### src/rtl/dot_product_accum.sv
// Pipelined multi-pair multiply, registered adder tree and per-vector accumulator.
// Each beat may be signed or unsigned; each vector reports its sum, its beat count and a sticky overflow flag.
module dot_product_accum #(
    parameter int NUM_PAIRS = 5,
    parameter int DWIDTH    = 4,
    parameter int OUT_WIDTH = 32,
    parameter int CNT_WIDTH = 8
) (
    input  logic                            clk,
    input  logic                            reset,
    input  logic                            in_valid,
    input  logic [2*NUM_PAIRS*DWIDTH-1:0]   in_data,
    input  logic                            in_last,
    input  logic                            signed_mode,
    output logic                            out_valid,
    output logic [OUT_WIDTH-1:0]            out_data,
    output logic [CNT_WIDTH-1:0]            out_beats,
    output logic                            out_overflow
);
    localparam int PW = 2 * DWIDTH;
    localparam int T  = $clog2(NUM_PAIRS);
    localparam int SW = PW + T;
    localparam int IW = 2 * NUM_PAIRS * DWIDTH;

    // S0: input register
    logic          s0_vld_d, s0_vld_q;
    logic          s0_last_d, s0_last_q;
    logic          s0_mode_d, s0_mode_q;
    logic [IW-1:0] s0_data_d, s0_data_q;

    always_comb begin
        s0_vld_d  = in_valid;
        s0_last_d = in_last;
        s0_mode_d = signed_mode;
        s0_data_d = in_data;
    end

    always_ff @(posedge clk) begin
        if (reset) begin
            s0_vld_q  <= 1'b0;
            s0_last_q <= 1'b0;
            s0_mode_q <= 1'b0;
            s0_data_q <= '0;
        end else begin
            s0_vld_q  <= s0_vld_d;
            s0_last_q <= s0_last_d;
            s0_mode_q <= s0_mode_d;
            s0_data_q <= s0_data_d;
        end
    end

    // S1: products; operands are widened per mode so a PW-bit product is exact
    logic                    s1_vld_d, s1_vld_q;
    logic                    s1_last_d, s1_last_q;
    logic                    s1_mode_d, s1_mode_q;
    logic [NUM_PAIRS*PW-1:0] s1_prod_d, s1_prod_q;
    logic [DWIDTH-1:0]       op_a, op_b;
    logic [PW-1:0]           op_a_ext, op_b_ext;

    always_comb begin
        s1_vld_d  = s0_vld_q;
        s1_last_d = s0_last_q;
        s1_mode_d = s0_mode_q;
        s1_prod_d = '0;
        op_a      = '0;
        op_b      = '0;
        op_a_ext  = '0;
        op_b_ext  = '0;
        for (int i = 0; i < NUM_PAIRS; i++) begin
            op_a     = s0_data_q[(2*i+1)*DWIDTH +: DWIDTH];
            op_b     = s0_data_q[2*i*DWIDTH +: DWIDTH];
            op_a_ext = s0_mode_q ? {{DWIDTH{op_a[DWIDTH-1]}}, op_a} : {{DWIDTH{1'b0}}, op_a};
            op_b_ext = s0_mode_q ? {{DWIDTH{op_b[DWIDTH-1]}}, op_b} : {{DWIDTH{1'b0}}, op_b};
            s1_prod_d[i*PW +: PW] = op_a_ext * op_b_ext;
        end
    end

    always_ff @(posedge clk) begin
        if (reset) begin
            s1_vld_q  <= 1'b0;
            s1_last_q <= 1'b0;
            s1_mode_q <= 1'b0;
            s1_prod_q <= '0;
        end else begin
            s1_vld_q  <= s1_vld_d;
            s1_last_q <= s1_last_d;
            s1_mode_q <= s1_mode_d;
            s1_prod_q <= s1_prod_d;
        end
    end

    // Adder tree: nodes are carried at the final tree width SW. Products are extended once per mode,
    // so the sums wrap identically to the growing per-level widths.
    for (genvar gi = 0; gi <= T; gi++) begin : g_lvl
        localparam int N = (NUM_PAIRS + (1 << gi) - 1) >> gi;
        logic [N*SW-1:0] node;
        logic            lvl_vld;
        logic            lvl_last;
        logic            lvl_mode;

        if (gi == 0) begin : g_leaf
            always_comb begin
                node = '0;
                for (int j = 0; j < N; j++) begin
                    node[j*SW +: SW] = s1_mode_q ? SW'($signed(s1_prod_q[j*PW +: PW]))
                                                 : SW'(s1_prod_q[j*PW +: PW]);
                end
            end
            assign lvl_vld  = s1_vld_q;
            assign lvl_last = s1_last_q;
            assign lvl_mode = s1_mode_q;
        end else begin : g_sum
            localparam int NP = (NUM_PAIRS + (1 << (gi - 1)) - 1) >> (gi - 1);
            logic [NP*SW-1:0] prev;
            logic [N*SW-1:0]  node_d, node_q;
            logic             vld_q, last_q, mode_q;

            assign prev = g_lvl[gi-1].node;

            always_comb begin
                node_d = '0;
                for (int j = 0; j < NP / 2; j++) begin
                    node_d[j*SW +: SW] = prev[2*j*SW +: SW] + prev[(2*j+1)*SW +: SW];
                end
                if (NP % 2 == 1) begin
                    node_d[(N-1)*SW +: SW] = prev[(NP-1)*SW +: SW];
                end
            end

            always_ff @(posedge clk) begin
                if (reset) begin
                    node_q <= '0;
                    vld_q  <= 1'b0;
                    last_q <= 1'b0;
                    mode_q <= 1'b0;
                end else begin
                    node_q <= node_d;
                    vld_q  <= g_lvl[gi-1].lvl_vld;
                    last_q <= g_lvl[gi-1].lvl_last;
                    mode_q <= g_lvl[gi-1].lvl_mode;
                end
            end

            assign node     = node_q;
            assign lvl_vld  = vld_q;
            assign lvl_last = last_q;
            assign lvl_mode = mode_q;
        end
    end

    logic [SW-1:0] tree_sum;
    logic          tree_vld, tree_last, tree_mode;

    assign tree_sum  = g_lvl[T].node;
    assign tree_vld  = g_lvl[T].lvl_vld;
    assign tree_last = g_lvl[T].lvl_last;
    assign tree_mode = g_lvl[T].lvl_mode;

    // Accumulate stage; the output registers load in the same edge as the final accumulate
    logic [OUT_WIDTH-1:0] acc_d, acc_q;
    logic [CNT_WIDTH-1:0] beats_d, beats_q;
    logic                 ovf_d, ovf_q;
    logic                 first_d, first_q;
    logic                 out_valid_d, out_valid_q;
    logic [OUT_WIDTH-1:0] out_data_d, out_data_q;
    logic [CNT_WIDTH-1:0] out_beats_d, out_beats_q;
    logic                 out_ovf_d, out_ovf_q;
    logic [OUT_WIDTH-1:0] s_ext, acc_sum;
    logic                 carry, add_ovf;

    always_comb begin
        s_ext            = tree_mode ? OUT_WIDTH'($signed(tree_sum)) : OUT_WIDTH'(tree_sum);
        {carry, acc_sum} = {1'b0, acc_q} + {1'b0, s_ext};
        add_ovf          = tree_mode ? ((acc_q[OUT_WIDTH-1] == s_ext[OUT_WIDTH-1]) &&
                                        (acc_sum[OUT_WIDTH-1] != acc_q[OUT_WIDTH-1]))
                                     : carry;
        acc_d       = acc_q;
        beats_d     = beats_q;
        ovf_d       = ovf_q;
        first_d     = first_q;
        out_valid_d = 1'b0;
        out_data_d  = out_data_q;
        out_beats_d = out_beats_q;
        out_ovf_d   = out_ovf_q;
        if (tree_vld) begin
            if (first_q) begin
                acc_d   = s_ext;
                beats_d = CNT_WIDTH'(1);
                ovf_d   = 1'b0;
            end else begin
                acc_d   = acc_sum;
                beats_d = (beats_q == '1) ? beats_q : beats_q + CNT_WIDTH'(1);
                ovf_d   = ovf_q | add_ovf;
            end
            first_d = tree_last;
            if (tree_last) begin
                out_valid_d = 1'b1;
                out_data_d  = acc_d;
                out_beats_d = beats_d;
                out_ovf_d   = ovf_d;
            end
        end
    end

    always_ff @(posedge clk) begin
        if (reset) begin
            acc_q       <= '0;
            beats_q     <= '0;
            ovf_q       <= 1'b0;
            first_q     <= 1'b1;
            out_valid_q <= 1'b0;
            out_data_q  <= '0;
            out_beats_q <= '0;
            out_ovf_q   <= 1'b0;
        end else begin
            acc_q       <= acc_d;
            beats_q     <= beats_d;
            ovf_q       <= ovf_d;
            first_q     <= first_d;
            out_valid_q <= out_valid_d;
            out_data_q  <= out_data_d;
            out_beats_q <= out_beats_d;
            out_ovf_q   <= out_ovf_d;
        end
    end

    assign out_valid    = out_valid_q;
    assign out_data     = out_data_q;
    assign out_beats    = out_beats_q;
    assign out_overflow = out_ovf_q;
endmodule

### config.mk
export PLATFORM = sky130hd
export DESIGN_NAME = dot_product_accum
export DESIGN_NICKNAME = d
export VERILOG_FILES = /design/src/rtl/dot_product_accum.sv
export SDC_FILE = /design/constraint.sdc
export NUM_CORES = 1
export LEC_CHECK = 0
export CORE_ASPECT_RATIO = 0.5
export CORE_UTILIZATION = 35
export DETAILED_ROUTE_END_ITERATION = 8
export PLACE_DENSITY = 0.58
export SLEW_MARGIN = 10
export SYNTH_ARGS = -nofsm -noshare
export SYNTH_HDL_FRONTEND = slang
export SYNTH_SLANG_ARGS = --single-unit
### constraint.sdc
create_clock -name clk -period 6.65 [get_ports clk]
set_clock_uncertainty 0.05 [all_clocks]
set_input_delay 1.33 -clock clk [delete_from_list [all_inputs] [get_ports clk]]
set_output_delay 1.33 -clock clk [all_outputs]
set_load 0.005 [all_outputs]
-- After elaboration in Yosys (flattened, before gate mapping)
Index checks and enable logic that the tools add are counted.
- flip-flop bits (word level): 241
- output and inout port bits: 42
- word-level logic and storage cells: 71
- add/subtract/negate cells: 6
- $mul: 5
- equal/unequal tests: 3
- mux-type cells: 21
- bitwise operators: 3
- reductions and logical operators: 4
- operators with widths (operator ; number):
    2-to-1 mux 8 bit ; 12
    2-to-1 mux 32 bit ; 2
    adder 11 bit ; 4
    2-to-1 mux 11 bit ; 4
    multiplier 8 x 8 -> 8 bit ; 5
    adder 32 x 32 -> 33 bit ; 1
    adder 8 x 1 -> 8 bit (second input constant) ; 1
    == test 8 bit (second input constant) ; 1
    OR reduction 2 bit ; 2
    2-to-1 mux 1 bit ; 3
    NOT 1 bit ; 2
    AND reduction 2 bit ; 1
    == test 1 bit ; 1
    logical AND 1 bit ; 1
    inequality test 1 bit ; 1
    bitwise OR 1 bit ; 1

-- Logic depth before layout (Yosys ltp)
- depth after elaboration: 7
- depth in mapped cells: 18

-- Worst setup path after synthesis
No wires, ideal clock.
- path type: flip-flop to flip-flop
- start point: register s0_mode_q
- end point: register s1_prod_q[23]
- setup time: 0.128 ns
- data arrival time: 3.759 ns
- required time: 6.472 ns
- slack: 2.713 ns
- stages on the path, launching flop included: 14
- buffers on the path: 2
- clock period less this slack: 3.937 ns
- path through: dfxtp_1 clkbuf_1 clkbuf_1 nand3_1 fa_1 fa_1 inv_1 fa_1 fa_1 ha_1 a21oi_1 xnor2_1 xnor2_1 nor2_1
- cells in the longest elaborated chain, start to end: 2
- elaborated cells on any way between the ends: 3
- those cells by class: 1 x mul; 2 x mux
- ends and longest elaborated chain (item ; RTL line ; text):
    start, declared ; 28 ; logic s0_mode_d, s0_mode_q;
    start signal, assigned ; 47 ; s0_mode_q <= s0_mode_d;
    2-to-1 mux 8 bit, on equally long branches ; 72, 73 ;
    multiplier 8 x 8 -> 8 bit * ; 74 ; s1_prod_d[i*PW +: PW] = op_a_ext * op_b_ext;
    end signal, assigned ; 88 ; s1_prod_q <= s1_prod_d;
    end, declared ; 56 ; logic [NUM_PAIRS*PW-1:0] s1_prod_d, s1_prod_q;
Mark *: on every way between the ends. The rest lies on a longest branch, timed or not.
A chain may end at the register's enable or synchronous reset.

-- Worst setup path in the final report
- start point: register s0_mode_q
- end point: register s1_prod_q[39]
Same word-level chain as after synthesis.

==> out/qor.json <==
{
  "finish": {
    "syn_to_final_growth_pct": 14.8,
    "finalInstanceArea_mm2": 0.0172,
    "utilization_after_layout_pct": 40.8,
    "finish.net_count": 1987,
    "most_common_cell_after_layout_fill_and_taps_aside": "sky130_fd_sc_hd__dfxtp_1",
    "drive_gt1_share_pct": 4.09,
    "fill_cells": 4208,
    "layout_common_cells": "sky130_fd_sc_hd__dfxtp_1 (240), sky130_fd_sc_hd__inv_1 (149), sky130_fd_sc_hd__nor2_1 (134), sky130_fd_sc_hd__ha_1 (134), sky130_fd_sc_hd__nor2b_1 (108)",
    "antenna_cells_inserted": 0
  },
  "clock_network": {
    "cts_buffer_depth": 3,
    "post_cts.resized_instances": 0,
    "numCtsBuffers": 24,
    "worstSkewPairLatency_ns": 0.54,
    "hold_buffer_count_at_cts": 0,
    "tritoncts": "done",
    "cts_setup_buffers": 0,
    "htree_levels": 1,
    "clock-sinks": 241,
    "cts.reportedPaths.clkPinSlew_ns": 0.07,
    "root_buffer": "sky130_fd_sc_hd__clkbuf_16"
  },
  "synth": {
    "asyncSetResetFlopFracSynth_pct": 0,
    "seq_area_frac_synth_pct": 32.2,
    "synth_ff_type": "sky130_fd_sc_hd__dfxtp_1",
    "post_synth_num_cell_types": 70,
    "netlist_instances": 1703,
    "number_of_register_bits_inferred_by_synthesis": 241,
    "synth-edff-count": 0,
    "postSynthNetCount": 1947,
    "syn_area_mm2": 0.0150,
    "syn_area_per_cell_um2": 8.79,
    "synth-warning-count": 0
  },
  "placement": {
    "detailed_place.area_mm2": 0.0163,
    "port_buffers": 86,
    "final_replace_weighted_congestion": 0.818,
    "placement.setup.worst_slack_ns": 2.47,
    "place_hpwl_mm": 22.9
  },
  "sta": {
    "final.period_utilization_pct": 62.8,
    "final_hold_viol_count": 0,
    "clock.fmax_mhz": 239,
    "finalHoldWorstSlack_ns": 0.376,
    "finalWorstSetupSlack_ns": 2.47,
    "fin_setup_tns_ns": 0,
    "drv_slew": 0,
    "finalSetupViolations": 0,
    "worst_slew_margin_rel_pct": 41.7,
    "timing_worst_slew_pin_value_ns": 0.875,
    "finalCriticalPeriod_ns": 4.18,
    "rsz_0062_raised_after_global_routing": "false"
  },
  "min_path": {
    "worstHoldStart": "g_lvl[1].g_sum.node_q[25]",
    "whs_endpoint": "g_lvl[2].g_sum.node_q[14]",
    "hp-class": "register to register",
    "worstHoldPathCells": 1
  },
  "global_route": {
    "first_global_vias": 10600,
    "grt_antenna_before_repair": 0,
    "final_global_route_overflow_total": 0,
    "grt_max_degree": 80,
    "grt.total_usage_pct": 14.6,
    "grt_pass1_wl_mm": 52.8
  },
  "worst_setup_path": {
    "cp-start-kind": "register",
    "worst_r2r_endpoint": "s1_prod_q[39]",
    "worstSetupEndpointType": "register",
    "path_depth_of_the_worst_reg2reg_path": 14,
    "startpoint": "s0_mode_q",
    "critPathArrivalTime_ns": 4.53,
    "path_class": "register to register",
    "required_ns": 7.00,
    "worstPathMaxFanout": 18,
    "timing.reg2reg.setup_slack_ns": 2.47,
    "critical_path.reg2reg.startpoint": "s0_mode_q"
  },
  "drt": {
    "vias_per_cell": 4.78,
    "drtPass1Iterations": 5,
    "detail_route.wirelength_mm": 31.3,
    "via_count": 11200,
    "wire_per_inst_um": 13.4,
    "number_of_remaining_drc_errors": 0,
    "drt_iter0_markers": 579,
    "count_of_antenna_violating_nets_left_after_detailed_routing": 0
  },
  "floorplan": {
    "placeableCoreArea_mm2": 0.0421,
    "fp.dieArea_mm2": 0.0437,
    "fp-row-count": 53,
    "dieHeight_um": 148,
    "start_util_pct": 35.6,
    "num_io_pins": 87,
    "die_w_um": 295
  },
  "pwr": {
    "clock_power_share_pct": 45.7,
    "power.leakage_uw": 0.00739,
    "peakVddDrop_mv": 0.166,
    "swShare_pct": 23.5,
    "internal-power_uw": 2490,
    "netSwitchingPower_uw": 766,
    "power.density_cell_area_mw_per_mm2": 189,
    "comb_power_share_pct": 7.4,
    "power.share.sequential_pct": 46.9
  },
  "run_status": {
    "run_status": "complete, no violations"
  },
  "run": {
    "maxCapViolCount": 0
  }
}
-- routing by layer --
metal	vias up	GRT usage [%]	part of all wire, %
li1	5776	-	-
met1	5228	20.0	49
met2	135	24.2	46
met3	36	2.27	3.5
met4	0	3.02	1.9
met5	-	0	0
-- flip-flops by register name (all words and copies together), names as in the netlist --
register,cells
g_lvl.g_sum.node_q,62
s0_data_q,40
s1_prod_q,40
acc_q,32
out_data,32
beats_q,8
out_beats,8
g_lvl.g_sum.last_q,3
g_lvl.g_sum.mode_q,3
g_lvl.g_sum.vld_q,3
first_q,1
g_lvl.lvl_last,1
g_lvl.lvl_mode,1
g_lvl.lvl_vld,1
out_overflow,1
out_valid,1
ovf_q,1
s0_last_q,1
s0_mode_q,1
s0_vld_q,1
-- final cells by class --
type / instances / area (um2) / share of cell area (%)
multi-input cells: 1229 / 9280 / 54.0
flip-flops and latches: 241 / 4830 / 28.1
repair buffers: 95 / 930 / 5.41
well taps: 577 / 722 / 4.20
clock buffers: 31 / 678 / 3.94
inverters: 152 / 571 / 3.32
clock inverters: 13 / 189 / 1.10
-- Yosys cell counts, types with 26 or more instances --
cell type | n | area (um2)
sky130_fd_sc_hd__a21o_1 | 26 | 195
sky130_fd_sc_hd__a21oi_1 | 73 | 365
sky130_fd_sc_hd__and2_1 | 72 | 450
sky130_fd_sc_hd__clkbuf_1 | 66 | 248
sky130_fd_sc_hd__dfxtp_1 | 241 | 4820
sky130_fd_sc_hd__fa_1 | 65 | 1300
sky130_fd_sc_hd__ha_1 | 134 | 1680
sky130_fd_sc_hd__inv_1 | 150 | 563
sky130_fd_sc_hd__nand2_1 | 103 | 387
sky130_fd_sc_hd__nand3_1 | 50 | 250
sky130_fd_sc_hd__nor2_1 | 134 | 503
sky130_fd_sc_hd__nor2b_1 | 108 | 676
sky130_fd_sc_hd__o21ai_0 | 79 | 395
sky130_fd_sc_hd__xnor2_1 | 86 | 753
sky130_fd_sc_hd__xor2_1 | 42 | 368
-- worst max-delay path, cell delays in order, from the launching register on --
cell,delay (ns)
sky130_fd_sc_hd__dfxtp_1,0.64
sky130_fd_sc_hd__buf_4,0.33
sky130_fd_sc_hd__nand3_1,0.16
sky130_fd_sc_hd__fa_1,0.44
sky130_fd_sc_hd__inv_1,0.08
sky130_fd_sc_hd__fa_1,0.40
sky130_fd_sc_hd__inv_1,0.08
sky130_fd_sc_hd__fa_1,0.43
sky130_fd_sc_hd__fa_1,0.54
sky130_fd_sc_hd__inv_1,0.04
sky130_fd_sc_hd__ha_1,0.31
sky130_fd_sc_hd__a21oi_1,0.18
sky130_fd_sc_hd__xnor2_1,0.15
sky130_fd_sc_hd__xnor2_1,0.15
sky130_fd_sc_hd__nor2_1,0.06
-- worst max path at each step --
stage          cells past startpoint             to  slack, ns
6_report                          14  s1_prod_q[39]       2.47
5_1_grt                           13  s1_prod_q[23]       2.20
4_1_cts                           12  s1_prod_q[23]       2.46
3_5_place_dp                      12  s1_prod_q[23]       2.47
3_3_place_gp                      12  s1_prod_q[23]       2.55
2_1_floorplan                     13  s1_prod_q[23]       2.71
-- stage by stage --
stage | power, uW | instances
final | 3250 | 2338
after global routing | 3410 | 2338
after detailed placement | 1800 | 2294
after global placement | 1800 | 2294
after floorplan | 1720 | 1703
after CTS | 3310 | 2338
-- cell families after synthesis --
logic type,Yosys count,synth area share (%)
simple gates,563,19.3
compound gates,315,13.6
flops,241,32.2
buf+inv,233,5.92
fa+ha+maj,199,19.9
xor+xnor,128,7.49
mux,24,1.62
-- power groups by stage --
stage               Sequential, uW  Clock [uW]  Combinational (uW)
finish                        1530        1490                 242
CTS                           1530        1540                 248
global route                  1530        1600                 279
floorplan                     1540           0                 183
detailed placement            1560           0                 245
global placement              1560           0                 243
Power figures use the tool's default switching activity.
